$ cat config.mk
export PLATFORM = sky130hd
export DESIGN_NAME = fault_recovery_sequencer
export DESIGN_NICKNAME = d
export VERILOG_FILES = /design/src/rtl/fault_recovery_sequencer.sv
export SDC_FILE = /design/constraint.sdc
export NUM_CORES = 1
export LEC_CHECK = 0
export ABC_AREA = 1
export CORE_UTILIZATION = 43
export DETAILED_ROUTE_END_ITERATION = 16
export GPL_TIMING_DRIVEN = 0
export PLACE_DENSITY = 0.78
export SYNTH_ARGS = -nofsm -noshare
export SYNTH_HDL_FRONTEND = slang
export SYNTH_SLANG_ARGS = --single-unit
$ cat constraint.sdc
create_clock -name clk -period 1.6 [get_ports clk]
set_input_delay 0.32 -clock clk [delete_from_list [all_inputs] [get_ports clk]]
set_output_delay 0.32 -clock clk [all_outputs]
set_load 0.01 [all_outputs]
$ cat src/rtl/fault_recovery_sequencer.sv
`default_nettype none
// ============================================================================
// Module      : fault_recovery_sequencer
// Description : PC-checkpointing fault recovery FSM (flush, restore, retry, halt).
// Revision    : 1.0 - initial release
// ============================================================================
module fault_recovery_sequencer #(
  parameter int MAX_RETRY    = 3,
  parameter int FLUSH_CYCLES = 2
) (
  input  logic        clk,
  input  logic        reset,
  input  logic        illegal_opcode,
  input  logic        invalid_control,
  input  logic        stuck_at_fault,
  input  logic        commit,
  input  logic [31:0] pc_current,
  output logic [31:0] pc_saved,
  output logic        stall,
  output logic        insert_nop,
  output logic        retry_en,
  output logic        pc_restore,
  output logic        halted,
  output logic [1:0]  fault_cause,
  output logic [2:0]  retry_count,
  output logic [7:0]  fault_count
);

  localparam logic [2:0] S_IDLE    = 3'd0;
  localparam logic [2:0] S_FLUSH   = 3'd1;
  localparam logic [2:0] S_RESTORE = 3'd2;
  localparam logic [2:0] S_RETRY   = 3'd3;
  localparam logic [2:0] S_HALT    = 3'd4;

  localparam logic [2:0] C_MAX_RETRY  = 3'(MAX_RETRY);
  localparam logic [3:0] C_FLUSH_LAST = 4'(FLUSH_CYCLES - 1);

  logic [2:0]  r_state;
  logic [2:0]  w_next_state;
  logic [3:0]  r_flush_cnt;
  logic [31:0] r_pc_saved;
  logic [1:0]  r_fault_cause;
  logic [2:0]  r_retry_count;
  logic [7:0]  r_fault_count;

  logic        w_fault;
  logic [1:0]  w_cause;
  logic        w_fault_taken;
  logic        w_checkpoint;

  assign w_fault = illegal_opcode | invalid_control | stuck_at_fault;
  assign w_cause = stuck_at_fault  ? 2'd3 :
                   invalid_control ? 2'd2 :
                   illegal_opcode  ? 2'd1 : 2'd0;

  // State register
  always_ff @(posedge clk) begin
    if (reset) begin
      r_state <= S_IDLE;
    end else begin
      r_state <= w_next_state;
    end
  end

  // Next-state logic; stuck-at pre-empts everything outside HALT
  always_comb begin
    w_next_state  = r_state;
    w_fault_taken = 1'b0;
    w_checkpoint  = 1'b0;
    if (stuck_at_fault && (r_state != S_HALT)) begin
      w_next_state  = S_HALT;
      w_fault_taken = 1'b1;
    end else begin
      case (r_state)
        S_IDLE: begin
          if (w_fault) begin
            w_next_state  = S_FLUSH;
            w_fault_taken = 1'b1;
          end else if (commit) begin
            w_checkpoint = 1'b1;
          end
        end
        S_FLUSH: begin
          if (r_flush_cnt == C_FLUSH_LAST) begin
            w_next_state = S_RESTORE;
          end
        end
        S_RESTORE: w_next_state = S_RETRY;
        S_RETRY: begin
          if (w_fault) begin
            w_fault_taken = 1'b1;
            w_next_state  = (r_retry_count < C_MAX_RETRY) ? S_FLUSH : S_HALT;
          end else if (commit) begin
            w_next_state = S_IDLE;
            w_checkpoint = 1'b1;
          end
        end
        S_HALT:  w_next_state = S_HALT;
        default: w_next_state = S_IDLE;
      endcase
    end
  end

  // Datapath registers tracking the episode
  always_ff @(posedge clk) begin
    if (reset) begin
      r_flush_cnt   <= 4'd0;
      r_pc_saved    <= 32'd0;
      r_fault_cause <= 2'd0;
      r_retry_count <= 3'd0;
      r_fault_count <= 8'd0;
    end else begin
      if ((r_state == S_FLUSH) && (w_next_state == S_FLUSH)) begin
        r_flush_cnt <= r_flush_cnt + 4'd1;
      end else begin
        r_flush_cnt <= 4'd0;
      end
      if (w_checkpoint) begin
        r_pc_saved <= pc_current;
      end
      if (w_fault_taken) begin
        r_fault_cause <= w_cause;
        if (r_fault_count != 8'hFF) begin
          r_fault_count <= r_fault_count + 8'd1;
        end
      end else if ((r_state == S_RETRY) && (w_next_state == S_IDLE)) begin
        r_fault_cause <= 2'd0;
      end
      if ((r_state == S_RESTORE) && (w_next_state == S_RETRY)) begin
        r_retry_count <= r_retry_count + 3'd1;
      end else if ((r_state == S_RETRY) && (w_next_state == S_IDLE)) begin
        r_retry_count <= 3'd0;
      end
    end
  end

  // Output decode from registered state
  always_comb begin
    stall      = 1'b0;
    insert_nop = 1'b0;
    retry_en   = 1'b0;
    pc_restore = 1'b0;
    halted     = 1'b0;
    case (r_state)
      S_FLUSH: begin
        stall      = 1'b1;
        insert_nop = 1'b1;
      end
      S_RESTORE: begin
        stall      = 1'b1;
        pc_restore = 1'b1;
      end
      S_RETRY: retry_en = 1'b1;
      S_HALT: begin
        stall  = 1'b1;
        halted = 1'b1;
      end
      default: ;
    endcase
  end

  assign pc_saved    = r_pc_saved;
  assign fault_cause = r_fault_cause;
  assign retry_count = r_retry_count;
  assign fault_count = r_fault_count;

endmodule
`default_nettype wire

# --- After elaboration in Yosys (flattened, before gate mapping) ---
# Index checks and enable logic that the tools add are counted.
totals:
  mem_bits_ro: 0
  latchBits: 0
  mem_count: 0
  wordCells: 60
  ramBits: 0
  ff_bits: 52
op_classes:
  multipliers: 0
  reduce_logical: 12
  n_lt_le_gt_ge: 1
  shifts: 0
  n_bitwise: 3
  div: 0
  n_mux: 26
  eq_ne: 9
  add_sub_neg: 3
op_table:
  columns: ["operator", "count"]
  rows:
  - ["two-way mux 3 bit", 8]
  - ["one-hot mux 3 bit (5 select lines)", 1]
  - ["two-way mux 1 bit", 13]
  - ["equality test 3 x 2 -> 1 bit, second input constant", 3]
  - ["adder 8 x 1 -> 8 bit, second input constant", 1]
  - ["two-way mux 2 bit", 4]
  - ["!= test 8 bit, second input constant", 1]
  - ["equality test 3 x 1 -> 1 bit, second input constant", 2]
  - ["logical NOT 3 bit", 2]
  - ["adder 4 x 1 -> 4 bit, second input constant", 1]
  - ["equality test 4 x 1 -> 1 bit, second input constant", 1]
  - ["logical AND 1 bit", 4]
  - ["nonzero test 2 bit", 2]
  - ["OR reduction 2 bit", 2]
  - ["adder 3 x 1 -> 3 bit, second input constant", 1]
  - ["equality test 3 bit, second input constant", 1]
  - ["less-than comparator 3 x 2 -> 1 bit, second input constant", 1]
  - ["!= test 3 bit, second input constant", 1]
  - ["OR reduction 3 bit", 1]
  - ["OR 1 bit", 2]
  - ["AND reduction 2 bit", 1]
  - ["NOT 1 bit", 1]

# --- Logic depth before layout (Yosys ltp) ---
# Gate-level depths: netlist of run 1.
depth:
  word_depth: 9
  ltp_mapped: 11
  mapped_depth_nobuf: 11

# --- Least setup slack after synthesis of run 1 ---
# No wires, ideal clock.
synth_path:
  path_kind: "register to register"
  from: "reg r_fault_count[1] (netlist: fault_count[1])"
  to: "reg r_fault_count[5] (netlist: fault_count[5])"
  setup_slack_ns: 0.141
  arrival_ns: 1.389
  stages_incl_launch_ff: 10
  required_ns: 1.530
  period_less_slack_ns: 1.459
  setup_ns: 0.070
  cell_sequence: "dfxtp_1 ha_1 nand3_1 nor2_1 nand3_1 nand3_4 clkinv_4 nand4_1 nand2_1 a21oi_1"
synth_between:
  elab_chain_len: 2
  elab_cells_between_ends: 3
  cone_classes: "add/sub (1); eq/ne (1); reduce/logical (1)"
synth_lines:
  columns: ["element", "line", "rtl"]
  rows:
  - ["from (decl)", "44", "logic [7:0] r_fault_count;"]
  - ["from (signal assigned)", "124", "r_fault_count <= r_fault_count + 8'd1;"]
  - ["branches (longest 2 deep; another with adder 8 x 1 -> 8 bit)", null, null]
# Several ways; the timed one is not identified.
# A chain may end at the register's enable or synchronous reset.

# --- Worst setup path after layout of run 1 ---
layout_path:
  from: "reg r_retry_count[0] (netlist: retry_count[0])"
  to: "out retry_count[0]"
layout_rtl:
  columns: ["element", "line", "rtl"]
  rows:
  - ["from (decl)", "43", "logic [2:0] r_retry_count;"]
  - ["from (signal assigned)", "130", "r_retry_count <= r_retry_count + 3'd1;"]
  - ["to (decl)", "25", "output logic [2:0] retry_count,"]
# No word-level cell between the ends.

==> results of run 1 <==
==> final cells by class <==
type	instances	area, sq um	area share [%]
sequential	52	1060	32.1
multi-input combinational	202	1020	30.8
timing repair buffer	91	883	26.7
inverter	22	90.1	2.73
tap	67	83.8	2.54
clock buffer	5	68.8	2.08
buffer	11	58.8	1.78
clock inverter	3	42.5	1.29
==> metal layers <==
| layer | vias to the layer above | global-route usage, % |
|---|---|---|
| li1 | 1129 | - |
| met1 | 988 | 26.7 |
| met2 | 68 | 35.4 |
| met3 | 6 | 3.45 |
| met4 | 0 | 6.54 |
| met5 | - | 0 |
==> layout by cell type (no fill, tap or decap), types with 2 or more instances in the layout <==
cell type,n
clkdlybuf4s50_1,79
nor2_1,78
dfxtp_1,40
o21ai_0,39
nand2_1,29
inv_1,16
a21oi_1,12
nand3_1,12
dfxtp_2,10
buf_4,7
clkbuf_2,6
nand3_2,5
nand4_1,5
clkbuf_8,5
inv_2,4
dlygate4sd2_1,4
nand3_4,3
clkbuf_1,3
xnor2_1,3
ha_1,3
nor2_2,2
nand2_2,2
xor2_1,2
a31oi_1,2
dfxtp_4,2
buf_2,2
==> final timing paths <==
check                                     start             end  slack, ns  cells after the start
worst max-delay path             retry_count[0]  retry_count[0]       0.05                      1
worst min-delay path            invalid_control  fault_cause[0]       0.41                      4
worst max register to register   fault_count[0]  fault_count[6]       0.11                      8
worst min register to register   r_flush_cnt[0]  r_flush_cnt[0]       0.47                      1
==> stage by stage <==
stage,hold WS (ns),util [%]
after CTS,0.481,67.8
after detailed placement,0.460,65.4
after global routing,0.437,69.1
after floorplan,0.431,-
final,0.413,69.1
after global placement,0.450,65.4
==> registers in the layout, summed over array words and instances, names as in the netlist <==
name	cells
pc_saved	32
fault_count	8
r_flush_cnt	4
r_state	3
retry_count	3
fault_cause	2
==> logic make-up after synthesis <==
logic type      synth area share, %
xor+xnor                       2.01
flops                          47.9
compound gates                 13.1
simple gates                   28.1
buf+inv                        6.62
fa+ha+maj                      2.30
==> what timing repair did <==
| item | in CTS | in global routing |
|---|---|---|
| pin swaps | 0 | 5 |
| gates resized for setup | 25 | 19 |
| setup endpoints to repair | 51 | 55 |
| setup buffers | 0 | 4 |
==> power groups by stage <==
| stage | Clock, W | Sequential [W] | Combinational (W) |
|---|---|---|---|
| after detailed placement | 0 | 0.00139 | 0.000406 |
| final | 0.000895 | 0.00137 | 0.000412 |
| after floorplan | 0 | 0.00141 | 0.000167 |
| after global placement | 0 | 0.00139 | 0.000398 |
| after global routing | 0.000980 | 0.00137 | 0.000456 |
| after CTS | 0.000929 | 0.00137 | 0.000402 |
==> metrics.md, run 1 <==
| Metric | Value |
|---|---|
| Post-DP HPWL | `3970 um` |
| Hold Path Class | `in -> reg` |
| Met3 WL | `332 um` |
| Post-Synthesis Cells | `287` |
| WL per Instance | `11.9 um` |
| Finished Layout Cells | `453` |
| Lkg Pwr | `1.32 nW` |
| Mapped cell area | `2170 sq um` |
| Pre-CTS setup slack | `-0.420 ns` |
| Clk_skew | `0.00651 ns` |
| Synth top area cells | `dfxtp_1 (48%), nor2_1 (14%), o21ai_0 (9.0%)` |
| Final hold vios | `0` |
| Synth cell count leaders | `nor2_1 (79), dfxtp_1 (52), o21ai_0 (39), nand2_1 (29), inv_1 (20)` |
| DR vias | `2191` |
| Nature of the critical path endpoint | `output port` |
| Total power | `0.00267 W` |
| # fillers | `457` |
| First-pass DRT Iterations | `4` |
| Pins over their slew limit | `0` |
| Final instance area | `3310 sq um` |
| Layout cells sized above 1 | `14.2%` |
| Die Span X | `73.1 um` |
| Reg clk slew, reported paths | `0.10 ns` |
| Critical path's top delay family | `buffers and inverters` |
| Met2 WL | `2520 um` |
| Top-count cell post-synth | `nor2_1` |
| First-pass GRT wire length | `8600 um` |
| Fmax | `644 MHz` |
| Biggest fanout along the worst timing path | `5` |
| CTS Hold Buffers Added | `0` |
| Post-synthesis cell type count | `24` |
| Port bufs | `87` |
| Avg Inst Size Synth | `7.58 sq um` |
| CTS sink cnt | `52` |
| Remaining antenna violation count | `0` |
| Power share of the clock group | `33.5%` |
| FF+latch count, synth | `52` |
| Final nets | `427` |
| Syn_nets | `329` |
| TritonCTS Buffers | `5` |
| GP Congestion | `0.881` |
| Worst path slowest cell | `clkdlybuf4s50_1` |
| Sequential share of the synthesized area | `47.9%` |
| Sequential fraction of design power | `51.1%` |
| Final setup margin | `0.0472 ns` |
| Sw frac | `24.5%` |
| Top FF cell, synth | `dfxtp_1` |
| Ys Warns | `0` |
| Pint | `0.00202 W` |
| Top Layer Used | `met4` |
| Initial Utilization | `45.4%` |
| Via density | `4.84` |
| EDFF count, synth | `0` |
| PwrDens | `809 nW/um^2` |
| Vias in the first global route | `1904` |
| Peak VDD IR | `0.491 mV` |
| Total gr overflow | `0` |
| CP arrival | `1.23 ns` |
| Fin crit share | `97.0%` |
| M1 WL | `2520 um` |
| # H-tree levels | `2` |
| Placement Cell Area | `3130 sq um` |
| Clk root buf | `clkbuf_8` |
| Critical Path RT | `1.28 ns` |
| Max stage delay on crit path | `0.55 ns` |
| Comb pwr share | `15.4%` |
| Final setup violation count | `0` |
| Die area | `5350 sq um` |
| Crit-path cells | `clkdlybuf4s50_1` |
| WP buf/inv | `1` |
| Crit Path Category | `reg -> out` |
| Synth-to-layout area growth | `52.0%` |
| Critical Path Start Type | `flop` |
| Detailed Route WL | `5410 um` |
| Drt initial violations | `104` |
| Antenna diodes | `0` |
| Cell taking the most area after synthesis | `dfxtp_1` |
| Fin Setup TNS | `0 ns` |
| CTS tree | `built` |
| Worst slew margin | `67.7%` |
| Final worst path period need | `1.55 ns` |
| Gr usage total | `20.7%` |
| Drt drc | `0` |
| Post-Place Cells | `441` |
| Largest net degree at the start of global routing | `17` |
| Clk Latency, worst-skew pair | `0.30 ns` |
| # IOs | `88` |
| Status | `finished clean` |
| Die H | `73.1 um` |
| CORE AREA | `4790 sq um` |
| Initial antenna violation count | `0` |
| Std-Cell Rows | `25` |
| Clk buf depth | `2` |
| Async S/R FF share, synth | `0%` |
| Slew at the pin closest to its max-slew limit | `0.485 ns` |
| Synth top area share | `47.9%` |
| P_sw | `0.000655 W` |
| Max-cap violation count | `0` |
Power figures use the tool's default switching activity.
==> inputs of run 2 (changes only) <==
--- a/config.mk
+++ b/config.mk
@@ -7,6 +7,7 @@
 export LEC_CHECK = 0
 export ABC_AREA = 1
 export CORE_UTILIZATION = 43
+export CTS_CLUSTER_DIAMETER = 120
 export DETAILED_ROUTE_END_ITERATION = 16
 export GPL_TIMING_DRIVEN = 0
 export PLACE_DENSITY = 0.78
==> results of run 2 <==
Final layout, timing and power as in run 1 (identical DEF).
